**src/rtl/axi_slv_pkg.sv**
```systemverilog
// Shared types and constants for the AXI4 SRAM slave endpoint.
package axi_slv_pkg;

  localparam int unsigned AXI_IDS_BITS = 8;

  localparam logic [1:0] RESP_OKAY   = 2'b00;
  localparam logic [1:0] RESP_SLVERR = 2'b10;

  localparam logic [1:0] BURST_FIXED = 2'b00;
  localparam logic [1:0] BURST_INCR  = 2'b01;

  typedef enum logic [2:0] {
    StIdle,
    StRdReq,
    StRdData,
    StWrData,
    StWrResp
  } state_e;

  // Active-low bit write enable from a byte strobe.
  function automatic logic [31:0] strb_to_bweb(input logic [3:0] strb);
    logic [31:0] bweb;
    bweb = '1;
    for (int k = 0; k < 4; k++) begin
      bweb[8*k +: 8] = {8{~strb[k]}};
    end
    return bweb;
  endfunction

endpackage

```
**src/rtl/axi_burst_addr.sv**
```systemverilog
// Burst word-address counter: loads the start word, steps per beat, holds for FIXED bursts
// and wraps modulo 2**SRAM_AW for everything else.
module axi_burst_addr
  import axi_slv_pkg::*;
#(
  parameter int unsigned SRAM_AW = 14
) (
  input  logic               clk,
  input  logic               rst,
  input  logic               load,
  input  logic [SRAM_AW-1:0] start_addr,
  input  logic [1:0]         burst,
  input  logic               step,
  output logic [SRAM_AW-1:0] addr
);

  logic [SRAM_AW-1:0] addr_q;
  logic               fixed_q;

  always_ff @(posedge clk) begin
    if (rst) begin
      addr_q  <= '0;
      fixed_q <= 1'b0;
    end else if (load) begin
      addr_q  <= start_addr;
      fixed_q <= (burst == BURST_FIXED);
    end else if (step && !fixed_q) begin
      addr_q <= addr_q + SRAM_AW'(1);
    end
  end

  assign addr = addr_q;

endmodule

```
**src/rtl/axi_sram_slave.sv**
```systemverilog
// AXI4 slave that serialises read/write bursts onto a single-port SRAM macro (1-cycle read).
// Define SRAM_RANGE_CHK_EN to flag requests outside BASE_ADDR's window with SLVERR.
module axi_sram_slave
  import axi_slv_pkg::*;
#(
  parameter int unsigned SRAM_AW   = 14,
  parameter logic [31:0] BASE_ADDR = 32'h0000_0000
) (
  input  logic                    clk,
  input  logic                    rst,
  input  logic [AXI_IDS_BITS-1:0] AWID,
  input  logic [31:0]             AWADDR,
  input  logic [3:0]              AWLEN,
  input  logic [2:0]              AWSIZE,
  input  logic [1:0]              AWBURST,
  input  logic                    AWVALID,
  output logic                    AWREADY,
  input  logic [31:0]             WDATA,
  input  logic [3:0]              WSTRB,
  input  logic                    WLAST,
  input  logic                    WVALID,
  output logic                    WREADY,
  output logic [AXI_IDS_BITS-1:0] BID,
  output logic [1:0]              BRESP,
  output logic                    BVALID,
  input  logic                    BREADY,
  input  logic [AXI_IDS_BITS-1:0] ARID,
  input  logic [31:0]             ARADDR,
  input  logic [3:0]              ARLEN,
  input  logic [2:0]              ARSIZE,
  input  logic [1:0]              ARBURST,
  input  logic                    ARVALID,
  output logic                    ARREADY,
  output logic [AXI_IDS_BITS-1:0] RID,
  output logic [31:0]             RDATA,
  output logic [1:0]              RRESP,
  output logic                    RLAST,
  output logic                    RVALID,
  input  logic                    RREADY,
  output logic                    SRAM_CEB,
  output logic                    SRAM_WEB,
  output logic [31:0]             SRAM_BWEB,
  output logic [SRAM_AW-1:0]      SRAM_A,
  output logic [31:0]             SRAM_DI,
  input  logic [31:0]             SRAM_DO
);

  state_e state_q, state_d;

  logic [AXI_IDS_BITS-1:0] id_q;
  logic [3:0]              len_q;
  logic [3:0]              beat_q;
  logic                    last_wr_q;
  logic                    fresh_q;
  logic [31:0]             rdata_q;
  logic                    err_q;
  logic [SRAM_AW-1:0]      addr_cnt;

  logic aw_hs, ar_hs, w_hs, r_hs, b_hs, rlast, both_valid;

  logic [AXI_IDS_BITS-1:0] req_id;
  logic [31:0]             req_addr;
  logic [3:0]              req_len;
  logic [1:0]              req_burst;

  assign both_valid = AWVALID & ARVALID;
  assign aw_hs      = AWVALID & AWREADY;
  assign ar_hs      = ARVALID & ARREADY;
  assign w_hs       = WVALID & WREADY;
  assign r_hs       = RVALID & RREADY;
  assign b_hs       = BVALID & BREADY;
  assign rlast      = (beat_q == len_q);

  assign req_id    = aw_hs ? AWID    : ARID;
  assign req_addr  = aw_hs ? AWADDR  : ARADDR;
  assign req_len   = aw_hs ? AWLEN   : ARLEN;
  assign req_burst = aw_hs ? AWBURST : ARBURST;

  always_ff @(posedge clk) begin
    if (rst) begin
      state_q <= StIdle;
    end else begin
      state_q <= state_d;
    end
  end

  always_comb begin
    state_d = state_q;
    unique case (state_q)
      StIdle: begin
        if (aw_hs) begin
          state_d = StWrData;
        end else if (ar_hs) begin
          state_d = StRdReq;
        end
      end
      StRdReq:  state_d = StRdData;
      StRdData: if (r_hs) state_d = rlast ? StIdle : StRdReq;
      StWrData: if (w_hs && WLAST) state_d = StWrResp;
      StWrResp: if (b_hs) state_d = StIdle;
      default:  state_d = StIdle;
    endcase
  end

  // Everything is decoded from state and masked by rst, so a mid-burst reset deselects at once.
  always_comb begin
    AWREADY   = 1'b0;
    ARREADY   = 1'b0;
    WREADY    = 1'b0;
    RVALID    = 1'b0;
    BVALID    = 1'b0;
    SRAM_CEB  = 1'b1;
    SRAM_WEB  = 1'b1;
    SRAM_BWEB = '1;
    SRAM_A    = '0;
    SRAM_DI   = '0;
    if (!rst) begin
      unique case (state_q)
        StIdle: begin
          AWREADY = !(both_valid && last_wr_q);
          ARREADY = !(both_valid && !last_wr_q);
        end
        StRdReq: begin
          SRAM_CEB = err_q;
          SRAM_A   = addr_cnt;
        end
        StRdData: RVALID = 1'b1;
        StWrData: begin
          WREADY = 1'b1;
          if (WVALID) begin
            SRAM_CEB  = err_q;
            SRAM_WEB  = 1'b0;
            SRAM_A    = addr_cnt;
            SRAM_DI   = WDATA;
            SRAM_BWEB = strb_to_bweb(WSTRB);
          end
        end
        StWrResp: BVALID = 1'b1;
        default: ;
      endcase
    end
  end

  always_ff @(posedge clk) begin
    if (rst) begin
      id_q      <= '0;
      len_q     <= '0;
      beat_q    <= '0;
      last_wr_q <= 1'b0;
      fresh_q   <= 1'b0;
      rdata_q   <= '0;
    end else begin
      fresh_q <= (state_q == StRdReq);
      if (fresh_q) begin
        rdata_q <= SRAM_DO;
      end
      if (aw_hs || ar_hs) begin
        id_q      <= req_id;
        len_q     <= req_len;
        beat_q    <= '0;
        last_wr_q <= aw_hs;
      end else if (w_hs || (r_hs && !rlast)) begin
        beat_q <= beat_q + 4'd1;
      end
    end
  end

`ifdef SRAM_RANGE_CHK_EN
  always_ff @(posedge clk) begin
    if (rst) begin
      err_q <= 1'b0;
    end else if (aw_hs || ar_hs) begin
      err_q <= (req_addr[31:SRAM_AW+2] != BASE_ADDR[31:SRAM_AW+2]);
    end
  end
`else
  assign err_q = 1'b0;
`endif

  axi_burst_addr #(
    .SRAM_AW (SRAM_AW)
  ) u_burst_addr (
    .clk        (clk),
    .rst        (rst),
    .load       (aw_hs | ar_hs),
    .start_addr (req_addr[SRAM_AW+1:2]),
    .burst      (req_burst),
    .step       (w_hs | (r_hs & ~rlast)),
    .addr       (addr_cnt)
  );

  // SRAM_DO is live only in the first RD_DATA cycle; later cycles replay the held copy.
  assign RDATA = err_q ? 32'h0 : (fresh_q ? SRAM_DO : rdata_q);
  assign RID   = id_q;
  assign BID   = id_q;
  assign RLAST = RVALID & rlast;
  assign RRESP = err_q ? RESP_SLVERR : RESP_OKAY;
  assign BRESP = err_q ? RESP_SLVERR : RESP_OKAY;

  logic unused_bits;
  assign unused_bits = ^{AWSIZE, ARSIZE, AWADDR, ARADDR, BASE_ADDR};

endmodule
```
**config.mk**
```make
export PLATFORM = sky130hd
export DESIGN_NAME = axi_sram_slave
export DESIGN_NICKNAME = d
export VERILOG_FILES = /design/src/rtl/axi_slv_pkg.sv /design/src/rtl/axi_burst_addr.sv /design/src/rtl/axi_sram_slave.sv
export SDC_FILE = /design/constraint.sdc
export NUM_CORES = 1
export LEC_CHECK = 0
export ABC_AREA = 0
export BUFFER_PORTS_ARGS = -buffer_cell sky130_fd_sc_hd__buf_2
export CAP_MARGIN = 20
export CORE_AREA = 2 2 120 122
export DETAILED_ROUTE_END_ITERATION = 10
export DIE_AREA = 0 0 122 124
export GPL_TIMING_DRIVEN = 1
export PLACE_DENSITY = 0.65
export SLEW_MARGIN = 20
export SYNTH_ARGS = -nofsm -noshare
export SYNTH_HDL_FRONTEND = slang
export SYNTH_SLANG_ARGS = --single-unit
```
**constraint.sdc**
```tcl
create_clock -name clk -period 4.57 [get_ports clk]
set_input_delay 0.457 -clock clk [delete_from_list [all_inputs] [get_ports clk]]
set_output_delay 0.457 -clock clk [all_outputs]
set_load 0.01 [all_outputs]
```
**Word-level counts from Yosys, hierarchy flattened**

Cells that the tools add are included.

- Register bits: 68
- Bits in latches: 0
- Memory bits (writable): 0
- ROM bits: 0
- Bits of input ports: 174
- Output and inout port bits: 138
- Word-level logic and storage cells: 90
- Memories: 0

- Add/subtract/negate cells: 2
- $mul: 0
- Divide/modulo/power cells: 0
- Order comparisons: 0
- Equal/unequal tests: 9
- Shifts and indexed selects: 0
- Multiplexer cells: 38
- Bitwise gates (word level): 15
- Reductions and logical operators: 17

Operators with widths:

| operator | count |
|---|---|
| $mux W32 | 7 |
| $mux W14 | 4 |
| $pmux W14 S2 | 1 |
| $mux W16 | 1 |
| $mux W1 | 15 |
| $mux W3 | 5 |
| $pmux W3 S5 | 1 |
| $add A14 B1 Y14 const B | 1 |
| $and A1 B1 Y1 | 8 |
| $mux W8 | 1 |
| $eq A3 B2 Y1 const B | 2 |
| $ne A2 B2 Y1 const B | 3 |
| $logic_and A1 B1 Y1 | 5 |
| $logic_not A1 Y1 | 5 |
| $not A1 Y1 | 5 |
| $add A4 B1 Y4 const B | 1 |
| $eq A4 B4 Y1 | 1 |
| $mux W4 | 1 |
| $reduce_and A4 Y1 | 1 |
| $eq A3 B1 Y1 const B | 1 |
| $eq A3 B3 Y1 const B | 1 |
| $logic_not A3 Y1 | 1 |
| $ne A3 B3 Y1 const B | 1 |
| $logic_not A2 Y1 | 1 |
| 6 further kinds | 8 |

**Longest topological paths before layout**

- Depth in word-level cells: 9
- Depth in mapped cells: 7
- Depth with buffers taken out: 6

**Modules after synthesis**

Synthesis repeated with hierarchy kept, for this count alone.

- Cells, all modules: 459
- Area total of the unflattened synthesis: 4269.1 um^2

By module, submodules not included:

| module | instances | cells each | area each (um^2) | sequential area each (um^2) |
|---|---|---|---|---|
| axi_sram_slave | 1 | 355 | 3388.2 | 1061.0 |
| axi_burst_addr | 1 | 104 | 880.8 | 300.3 |

**Worst setup path before layout**

No wires, ideal clock.

- Kind: input port to output port
- Start: input rst
- End: output SRAM_BWEB[10]
- Data arrival time: 1.551 ns
- Required time: 4.113 ns
- Setup slack: 2.562 ns
- Stages: 5
- Path buffers: 2
- Path through: buf_4 -> and4bb_4 -> and2_1 -> nand2_1 -> buf_4

- Word-level cells in the longest chain between the ends: 1

RTL lines:

| element | RTL line | text |
|---|---|---|
| start: declaration | axi_sram_slave.sv:10 | `input logic rst,` |
| $mux W32 | axi_sram_slave.sv:117 | `if (!rst) begin` |
| end: declaration | axi_sram_slave.sv:42 | `output logic [31:0] SRAM_BWEB,` |

No other way between the ends.

**Final worst setup path**

- Start: input rst
- End: output SRAM_BWEB[27]

Same word-level chain as after synthesis.

==> reports/results.ini <==
[run_status]
status = finished clean

[placement]
gp_congestion = 0.805
io_buffers = 265
hpwl_mm = 9.97

[floorplanning]
core_um2 = 13700
boundaryPins = 312
num_rows = 43
fp.dieW_um = 122
die_y_um = 124
start_util_pct = 30.6
dieArea_um2 = 15100

[global_routing]
track_usage_pct = 16.3
globalRoute.totalOverflow = 0
grt_first_pass_wirelength_mm = 19.0
grt_start_max_net_pins = 44
grt_antenna_before_repair = 3
grt_pass1_vias = 3599

[cts]
htreeDepth = 3
cts_tree = yes
root_buffer = clkbuf_16
clock_sinks = 68
cts_buffers = 9
hold_buffers = 0
cts.path.max_buffers = 2
cts_setup_buffers = 0
cts-resized-gates = 0
cts.clk_slew.worst_paths_ps = 50
clock_latency_ps = 340

[timing]
drv_slew = 0
hold_viol = 0
max_freq_mhz = 361
tightest_slew_ps = 866
setup_violations = 0
period_share_pct = 60.7
slew-limit-headroom_pct = 42.2
worst_clock_skew_ps = 4.80
rsz0062_at_grt = no
finalSetupTns_ps = 0
period_minus_slack_ps = 2770

[route]
post_drt_wl_per_cell_um = 14.9
dr.pass1.iters = 5
vias = 4204
drt-total-wl_mm = 13.1
vias_per_cell = 4.79
drt_iter0_drc = 166
drcViolationCount = 0
ant_nets = 0

[final_layout]
final_common_cell = buf_2
n_fill_cell = 1453
nets = 869
final_cell_mix = buf_2, dfxtp_1, and3_1, nor2b_1, mux2_2
final_core_util_pct = 41.1
multiInputGateArea_um2 = 2350
drive_above_1_share_pct = 47.8
area_delta_synth_final_pct = 34.6
regArea_um2 = 1360

[setup_path]
reg2reg_from = state_q[0]
path_class = input pin to primary output
rr_endpoint = u_burst_addr.addr[7]
crit_slowest_cell = and4bb_4
cp_num_buf_inv = 2
cp_slowest_stage_delay_ps = 710
r2r_slack_ps = 2240
worstSetupEndpointType = primary output
worstPathCellList = buf_2, and4bb_4, and2_1, nand2_1, buf_2
crit_path_frequent_cell = buf_2
crit_arrival_ps = 2310
cpLargestDelayFamily = simple AND/OR/NAND/NOR gates
worstPathRequired_ps = 4110
r2r_cells = 5
crit_fanout = 43
start_kind = input pin

[flow_run]
maxCapViolCount = 0

[synthesis]
synth-async-reset-ratio_pct = 0
synth_top_cell_area_share_pct = 32.5
yosysTopAreaCell = dfxtp_1
syn_inst = 481
ys.flop_type = dfxtp_1
yosys_warnings = 0
syn_area_per_cell_um2 = 8.72
ys_seq_area_share_pct = 32.5
synth_seq_cells = 68
yosysUniqueCellTypes = 64
syn_area_um2 = 4190
synth_area_leaders = dfxtp_1, mux2_2, buf_4
synth-edff-count = 0

[hold_path]
holdPathEnd = BID[5]
hp-class = input pin to flop
hp-start = AWID[5]
hold_depth = 3

[power_and_ir_drop]
worst_ir_drop_vdd_uv = 173
powerDensity_nw_per_um2 = 426
p_leak_nw = 2.89

## worst register-to-register path: stages (launching register included)
cell and delay [ps]:
dfxtp_1 470, or4_1 930, nor2_8 300, a211o_4 200, o21ai_2 80, a221oi_2 270
## stage by stage
stage	cell area (um^2)	hold WS, ps	setup WS [ps]	cells	power, mW
2_1_floorplan	4200	449	2560	484	1.46
3_3_place_gp	5350	471	1770	862	1.72
3_5_place_dp	5350	467	1750	862	1.73
4_1_cts	5640	389	1750	876	2.44
5_1_grt	5640	412	1600	877	2.57
6_report	5650	400	1800	878	2.41
## state kept, by name (all words and copies together) (netlist names)
register	count
rdata_q	32
u_burst_addr.addr	14
BID	8
beat_q	4
len_q	4
state_q	3
fresh_q	1
last_wr_q	1
u_burst_addr.fixed_q	1
## where the power goes
group,internal [mW],switching [mW]
Combinational,0.407,0.482
Clock,0.445,0.249
Sequential,0.706,0.117
Total,1.56,0.848
## how the worst max path moves through the flow
stage / from / end / cells past startpoint
floorplan: rst / SRAM_BWEB[10] / 5
global placement: rst / SRAM_BWEB[25] / 5
global route: state_q[0] / SRAM_BWEB[27] / 4
CTS: rst / SRAM_BWEB[25] / 5
finish: rst / SRAM_BWEB[27] / 5
detailed placement: rst / SRAM_BWEB[25] / 5
## synth_stat cells (all sizes together), types with 2 or more instances
| master | instances |
|---|---|
| o32ai | 4 |
| a211oi | 5 |
| clkbuf | 19 |
| mux2i | 16 |
| buf | 54 |
| nand4 | 4 |
| nand3 | 10 |
| nand3b | 13 |
| nor2 | 23 |
| and4 | 2 |
| mux2 | 32 |
| and3 | 36 |
| a32oi | 5 |
| nand2b | 6 |
| nor2b | 35 |
| o22ai | 7 |
| xnor2 | 5 |
| nor3 | 7 |
| a31oi | 6 |
| a21oi | 14 |
| ha | 2 |
| o21ai | 21 |
| and2 | 12 |
| nor4 | 5 |
| inv | 11 |
| dfxtp | 68 |
| a211o | 2 |
| o31ai | 2 |
| nand2 | 25 |
| o22a | 5 |
| nor4b | 4 |
## final cells by class
class,instances,share of cell area [%]
clock inverter,2,0.621
multi-input combinational,332,41.6
inverter,11,0.731
sequential,68,24.1
timing repair buffer,271,24.3
tap,180,3.99
antenna,2,0.0887
clock buffer,12,4.54
## per-layer routing
| metal | GRT usage, % | wire length [um] |
|---|---|---|
| met1 | 20.5 | 5530 |
| met2 | 26.6 | 6140 |
| met3 | 4.17 | 1200 |
| met4 | 6.97 | 229 |
| met5 | 0 | 16 |
## logic make-up (layout without fill, tap and decap cells)
group           Yosys count  count (layout)  synth area share [%]
simple gates            187             187                  27.2
compound gates           86              86                  14.4
other cells               1               6                0.0894
fa+ha+maj                 2               2                 0.597
mux                      48              48                  12.4
flops                    68              68                  32.5
xor+xnor                  5               5                  1.04
buf+inv                  84             296                  11.8
No activity file was read; power rests on OpenSTA's default activity.
